## src/rtl/rgb_stream_packer.sv

```systemverilog
// Packs 24-bit RGB pixels into a 32-bit AXI4-Stream, four pixels to three words.
// Frame start travels on tuser, line end on tlast; pack_err flags misaligned sof/eol.
module rgb_stream_packer #(
    parameter bit BGR_LOW = 1'b1
) (
    input  logic        aclk,
    input  logic        aresetn,
    input  logic [7:0]  r,
    input  logic [7:0]  g,
    input  logic [7:0]  b,
    input  logic        valid,
    input  logic        sof,
    input  logic        eol,
    output logic        in_stream_ready,
    output logic [31:0] out_stream_tdata,
    output logic [3:0]  out_stream_tkeep,
    output logic        out_stream_tlast,
    output logic        out_stream_tuser,
    output logic        out_stream_tvalid,
    input  logic        out_stream_tready,
    output logic        pack_err
);

    typedef enum logic [1:0] {PH0, PH1, PH2, PH3} phase_e;

    phase_e      phase_q, phase_d, ph_eff;
    logic [23:0] residue_q, residue_d;
    logic        user_pend_q, user_pend_d;
    logic        tvalid_q, tvalid_d;
    logic [31:0] tdata_q, tdata_d;
    logic        tlast_q, tlast_d;
    logic        tuser_q, tuser_d;
    logic        pack_err_q, pack_err_d;

    logic [23:0] pixel;
    logic        acc;
    logic        emit;
    logic        word_user;
    logic [31:0] word;

    assign pixel = BGR_LOW ? {r, g, b} : {b, g, r};

    // Ready depends on tready combinationally so a retiring word and a new word share one edge.
    assign in_stream_ready = aresetn & (~tvalid_q | out_stream_tready);
    assign acc             = valid & in_stream_ready;

    always_comb begin
        // NOTE: every signal gets a default first so no path through this block infers a latch.
        phase_d     = phase_q;
        residue_d   = residue_q;
        user_pend_d = user_pend_q;
        tvalid_d    = tvalid_q & ~out_stream_tready;
        tdata_d     = tdata_q;
        tlast_d     = tlast_q;
        tuser_d     = tuser_q;
        pack_err_d  = pack_err_q;
        ph_eff      = phase_q;
        emit        = 1'b0;
        word_user   = 1'b0;
        word        = '0;

        if (acc) begin
            // A sof outside PH0 throws away the residue and restarts the group.
            if (sof && phase_q != PH0) begin
                ph_eff     = PH0;
                pack_err_d = 1'b1;
            end

            unique case (ph_eff)
                PH0: begin
                    residue_d   = pixel;
                    user_pend_d = sof;
                    word        = {8'h00, pixel};
                    word_user   = sof;
                    emit        = eol;
                    phase_d     = PH1;
                end
                PH1: begin
                    word        = {pixel[7:0], residue_q};
                    word_user   = user_pend_q;
                    user_pend_d = 1'b0;
                    residue_d   = {8'h00, pixel[23:8]};
                    emit        = 1'b1;
                    phase_d     = PH2;
                end
                PH2: begin
                    word      = {pixel[15:0], residue_q[15:0]};
                    residue_d = {16'h0000, pixel[23:16]};
                    emit      = 1'b1;
                    phase_d   = PH3;
                end
                PH3: begin
                    word    = {pixel, residue_q[7:0]};
                    emit    = 1'b1;
                    phase_d = PH0;
                end
            endcase

            if (emit) begin
                tvalid_d = 1'b1;
                tdata_d  = word;
                tlast_d  = eol;
                tuser_d  = word_user;
            end

            // A line may end in any phase; anything short of PH3 leaves bytes behind.
            if (eol) begin
                phase_d = PH0;
                if (ph_eff != PH3) pack_err_d = 1'b1;
            end
        end
    end

    always_ff @(posedge aclk or negedge aresetn) begin
        if (!aresetn) begin
            phase_q     <= PH0;
            residue_q   <= '0;
            user_pend_q <= 1'b0;
            tvalid_q    <= 1'b0;
            tdata_q     <= '0;
            tlast_q     <= 1'b0;
            tuser_q     <= 1'b0;
            pack_err_q  <= 1'b0;
        end else begin
            // NOTE: non-blocking assignments keep every flop sampling pre-edge values.
            phase_q     <= phase_d;
            residue_q   <= residue_d;
            user_pend_q <= user_pend_d;
            tvalid_q    <= tvalid_d;
            tdata_q     <= tdata_d;
            tlast_q     <= tlast_d;
            tuser_q     <= tuser_d;
            pack_err_q  <= pack_err_d;
        end
    end

    assign out_stream_tdata  = tdata_q;
    assign out_stream_tkeep  = 4'hF;
    assign out_stream_tlast  = tlast_q;
    assign out_stream_tuser  = tuser_q;
    assign out_stream_tvalid = tvalid_q;
    assign pack_err          = pack_err_q;

endmodule

```

## config.mk

```make
export PLATFORM = sky130hd
export DESIGN_NAME = rgb_stream_packer
export DESIGN_NICKNAME = d
export VERILOG_FILES = /design/src/rtl/rgb_stream_packer.sv
export SDC_FILE = /design/constraint.sdc
export NUM_CORES = 1
export LEC_CHECK = 0
export BUFFER_PORTS_ARGS = -buffer_cell sky130_fd_sc_hd__buf_2
export CORE_MARGIN = 2
export CORE_UTILIZATION = 45
export CTS_CLUSTER_DIAMETER = 80
export CTS_CLUSTER_SIZE = 10
export DETAILED_ROUTE_END_ITERATION = 7
export MAX_ROUTING_LAYER = met4
export PLACE_DENSITY = 0.64
export SLEW_MARGIN = 20
export SYNTH_ARGS = -nofsm -noshare
export SYNTH_HDL_FRONTEND = slang
export SYNTH_SLANG_ARGS = --single-unit
```

## constraint.sdc

```tcl
create_clock -name aclk -period 3.9 [get_ports aclk]
set_input_delay 0.39 -clock aclk [delete_from_list [all_inputs] [get_ports aclk]]
set_output_delay 0.39 -clock aclk [all_outputs]
set_load 0.005 [all_outputs]
```

# After elaboration in Yosys (flattened, before gate mapping)
# Index checks and enable logic that the tools add are counted.
# classes
n_eq_ne	4
n_mux	15
n_bitwise	6
reduce_logical	9
# op_table
operator	count
$pmux W32 S4	1
$pmux W24 S3	1
$pmux W2 S4	1
$mux W1	6
$mux W2	3
$pmux W1 S2	3
$reduce_and A2 Y1	3
$eq A2 B2 Y1 const B	2
$reduce_bool A2 Y1	2
$and A1 B1 Y1	3
$reduce_bool A3 Y1	1
$reduce_or A3 Y1	1
$eq A2 B1 Y1 const B	1
$logic_not A2 Y1	1
$ne A2 B2 Y1 const B	1
$not A1 Y1	2
$logic_and A1 B1 Y1	1
$or A1 B1 Y1	1
# word_totals
register_bits	63
inputBits	30
output_inout_bits	41
wordCells	42

# Logic depth before layout (Yosys ltp)
# logic_depth
ltp_word	11
depth_mapped	8
ltp_nobuf	6

# Worst setup path after synthesis
# No wires, ideal clock.
# synth_path
kind	in2reg
from	input port sof
to	register tdata_q[10], in the netlist out_stream_tdata[10]
setup_ns	0.122
t_arrival_ns	1.982
t_required_ns	3.778
path_slack_ns	1.796
stages	8
cell_sequence	nor2b_1 > inv_1 > ha_1 > buf_6 > or2_1 > buf_2 > a221o_1 > a32o_1
# synth_between
elab_chain_len	8
# synth_lines
item	line	rtl
start, declared	12	input logic sof,
$logic_and A1 B1 Y1 (*)	64	if (sof && phase_q != PH0) begin
$mux W2 (*)	64	
$mux W2 (*)	62	if (acc) begin
$eq A2 B2 Y1 or $eq A2 B1 Y1 (tied branches)	69	unique case (ph_eff)
$reduce_or A3 Y1 (no line)	n/a	
$pmux W1 S2	69	
$mux W1	62	
$reduce_and A2 Y1 (no line)	n/a	
end signal, assigned	130	tdata_q <= tdata_d;
end, declared	30	logic [31:0] tdata_q, tdata_d;
# Mark *: on every way between the ends. The rest lies on a longest branch, timed or not. The select of a mux whose other input is x is not followed.
# A chain may end at the register's enable or synchronous reset.

# Final worst setup path
# layout_path
from	register phase_q[1]
to	register tdata_q[3], in the netlist out_stream_tdata[3]
# layout_between
elab_chain_len	9
# layout_lines
item	line	rtl
start, declared	26	phase_e phase_q, phase_d, ph_eff;
start signal, assigned	126	phase_q <= phase_d;
$reduce_bool A2 Y1	64	
$logic_and A1 B1 Y1	64	
$mux W2 (*)	64	
$mux W2 (*)	62	
$eq A2 B2 Y1 or $eq A2 B1 Y1 (tied branches)	69	
$reduce_or A3 Y1 (no line)	n/a	
$pmux W1 S2	69	
$mux W1	62	
$reduce_and A2 Y1 (no line)	n/a	
# Marks and branches as above.

==> impl_metrics.py <==
metrics = {
    "synth": {
        "ys_seq_elements": 63,
        "async_flop_share_pct": 100,
        "ys_warn_count": 0,
        "synth_cells": 326,
        "ys.flop_type": "dfrtp_1",
        "synth_edf_count": 0,
        "avgSynthCellArea_um2": 10.6,
        "syn_area_um2": 3460,
        "seq_area_frac_synth_pct": 45.5,
        "yosysUniqueCellTypes": 38,
    },
    "critical_path": {
        "worstSetupPathType": "flip-flop to flip-flop",
        "cp_cell_sequence": "nor2b_1, inv_1, ha_1, nor4_2, nor2_1, mux2_4",
        "max_stage_delay_ns": 0.76,
        "endpoint_kind": "flip-flop",
        "crit_buf_inv": 1,
        "cp_max_fo": 11,
        "crit_arrival_ns": 2.72,
        "critPathLaunchType": "flip-flop",
        "cp.required_ns": 4.13,
        "critPathTopFamily": "simple AND/OR/NAND/NOR gates",
        "slowest_stage": "nor4_2",
    },
    "detailed_routing": {
        "drc_errors": 0,
        "drt-pass1-iter-count": 7,
        "viasPerCell": 5.80,
        "routedWlPerCell_um": 18.6,
        "drtIter0Drc": 247,
        "vias": 2800,
        "routed_wl_um": 9000,
        "ant_nets": 0,
    },
    "timing": {
        "tightest_slew_ns": 0.977,
        "hold_violations": 0,
        "tns_ns": 0,
        "relSlewSlack_pct": 34.8,
        "max_freq_mhz": 401,
        "holdWs_ns": 0.306,
        "skew_ns": 0.00828,
        "rsz0062_at_grt": "false",
        "period_share_pct": 63.9,
        "finalSetupViolCount": 0,
        "period_needed_ns": 2.49,
        "drv_slew": 0,
    },
    "pwr": {
        "leakagePower_uw": 0.00190,
        "p_per_area_nw_per_um2": 538,
        "power_uw": 2160,
        "max-vdd-ir-drop_mv": 0.245,
    },
    "cts": {
        "cts_hold_buf": 0,
        "clock_path_buffers": 2,
        "clkTransAtPathRegs_ns": 0.06,
        "clock_latency_ns": 0.35,
        "cts_max_level": 3,
        "post-cts-setup-buffers": 0,
        "cts_resized": 0,
        "numClockSinks": 63,
        "numCtsBuffers": 9,
        "clock-root-buffer": "clkbuf_8",
        "cts_tree": "yes",
    },
    "min_path": {
        "min_path_type": "input pin to async pin",
    },
    "die": {
        "coreArea_um2": 7370,
        "die-area_um2": 8410,
        "io_pins": 71,
        "die_height_um": 91.7,
        "rows": 31,
        "die_w_um": 91.7,
        "start_util_pct": 47.0,
    },
    "flow_run": {
        "drv_cap": 0,
    },
    "final_layout": {
        "final_common_cell": "buf_2",
        "drive_above_1_share_pct": 31.8,
        "n_antenna_cell": 0,
        "finish.net_count": 416,
        "nFillCells": 655,
        "area_delta_synth_final_pct": 16.1,
        "most-common-layout-cells": "buf_2 (66), dfrtp_1 (63), nand2_1 (26)",
    },
    "placement": {
        "globalplace.congestion": 0.763,
        "numPortBuffers": 66,
        "dp_hpwl_um": 5860,
    },
    "global_route": {
        "grtUsageTotal_pct": 23.2,
        "grt_pass1_wl_um": 14500,
        "grt_pass1_vias": 2653,
        "grt_max_degree": 66,
        "grt_antenna_before_repair": 0,
        "grt_remaining_overflow": 0,
    },
    "outcome": {
        "outcome": "finished, final reports clean",
    },
}
-- worst reg2reg max path, stage by stage, from the launching register on --
cell and delay (ns):
dfrtp_1 0.36, nor2b_1 0.36, inv_1 0.15, ha_1 0.34, nor4_2 0.76, nor2_1 0.12, mux2_4 0.29
-- cell usage after synthesis (2+ instances only) --
cell / number / area share, %
a21oi_1: 16 / 2.3
a221o_1: 8 / 2.3
a222oi_1: 8 / 2.3
a22oi_1: 17 / 3.7
a32o_1: 17 / 4.9
buf_2: 8 / 1.2
buf_4: 6 / 1.3
buf_6: 3 / 0.98
clkbuf_1: 15 / 1.6
dfrtp_1: 63 / 46
ha_1: 6 / 2.2
inv_1: 13 / 1.4
mux2_1: 3 / 0.98
mux2_2: 25 / 8.1
mux2_4: 5 / 2.2
mux2i_1: 8 / 2.3
nand2_1: 26 / 2.8
nand3_1: 8 / 1.2
nor2_1: 17 / 1.8
nor2b_1: 9 / 1.6
o21ai_0: 20 / 2.9
o2bb2ai_1: 8 / 2.0
o41ai_1: 2 / 0.51
-- state kept, by name, indices dropped and copies added, names as in the netlist --
name and cells:
user_pend_q 1, residue_q 24, out_stream_tvalid 1, out_stream_tdata 32, out_stream_tuser 1, pack_err 1, out_stream_tlast 1, phase_q 2
-- metal layers --
layer | vias to the layer above | global-route usage, % | share of wire, %
met2 | 102 | 32.1 | 44
li1 | 1309 | - | -
met4 | 0 | 11.6 | 2.0
met3 | 14 | 4.19 | 5.4
met1 | 1375 | 32.5 | 48
met5 | - | - | 0
-- cells by family (layout without fill, tap and decap cells) --
family / count (synthesis) / count (layout) / synth area share [%]
AND/OR/NAND/NOR: 70 / 70 / 10.0
AO/OA/AOI/OAI: 99 / 99 / 21.7
multiplexers: 41 / 41 / 13.6
adder cells (fa/ha/maj): 6 / 6 / 2.17
flip-flops: 63 / 63 / 45.5
other: 1 / 4 / 0.108
buffers and inverters: 46 / 101 / 6.90
-- metrics by stage --
| stage | cell area [um^2] | utilization (%) | std cells | setup WS, ns |
|---|---|---|---|---|
| 2_1_floorplan | 3470 | - | 329 | 1.80 |
| 3_3_place_gp | 3790 | 51.4 | 468 | 1.36 |
| 3_5_place_dp | 3790 | 51.4 | 468 | 1.29 |
| 4_1_cts | 4020 | 54.6 | 483 | 1.41 |
| 5_1_grt | 4020 | 54.6 | 483 | 1.20 |
| 6_report | 4020 | 54.6 | 483 | 1.41 |
-- power breakdown --
group          leakage (uW)  internal [uW]  switching [uW]
combinational       0.00101            295             282
clock              0.000118            408             257
sequential         0.000776            827            93.2
-- layout make-up --
class                           count  area, um^2  area share (%)
Clock buffer                       12         165            4.11
Clock inverter                      3        65.1            1.62
Inverter                           13        48.8            1.21
Multi-Input combinational cell    220        1660            41.3
Sequential cell                    63        1580            39.2
Tap cell                           99         124            3.08
Timing Repair Buffer               73         383            9.52
-- worst paths after layout --
| path | slack [ns] | cells after the start | endpoint | startpoint |
|---|---|---|---|---|
| worst max register to register | 1.41 | 6 | out_stream_tdata[3] | phase_q[1] |
| worst min register to register | 0.49 | 1 | out_stream_tdata[13] | out_stream_tdata[13] |
| max in group asynchronous | 3.05 | 2 | out_stream_tdata[20] | aresetn |
| worst min-delay path | 0.31 | 2 | out_stream_tdata[11] | aresetn |
| worst max-delay path | 1.41 | 6 | out_stream_tdata[3] | phase_q[1] |
| min in group aclk | 0.36 | 2 | user_pend_q | sof |
No activity file was read; power rests on OpenSTA's default activity.
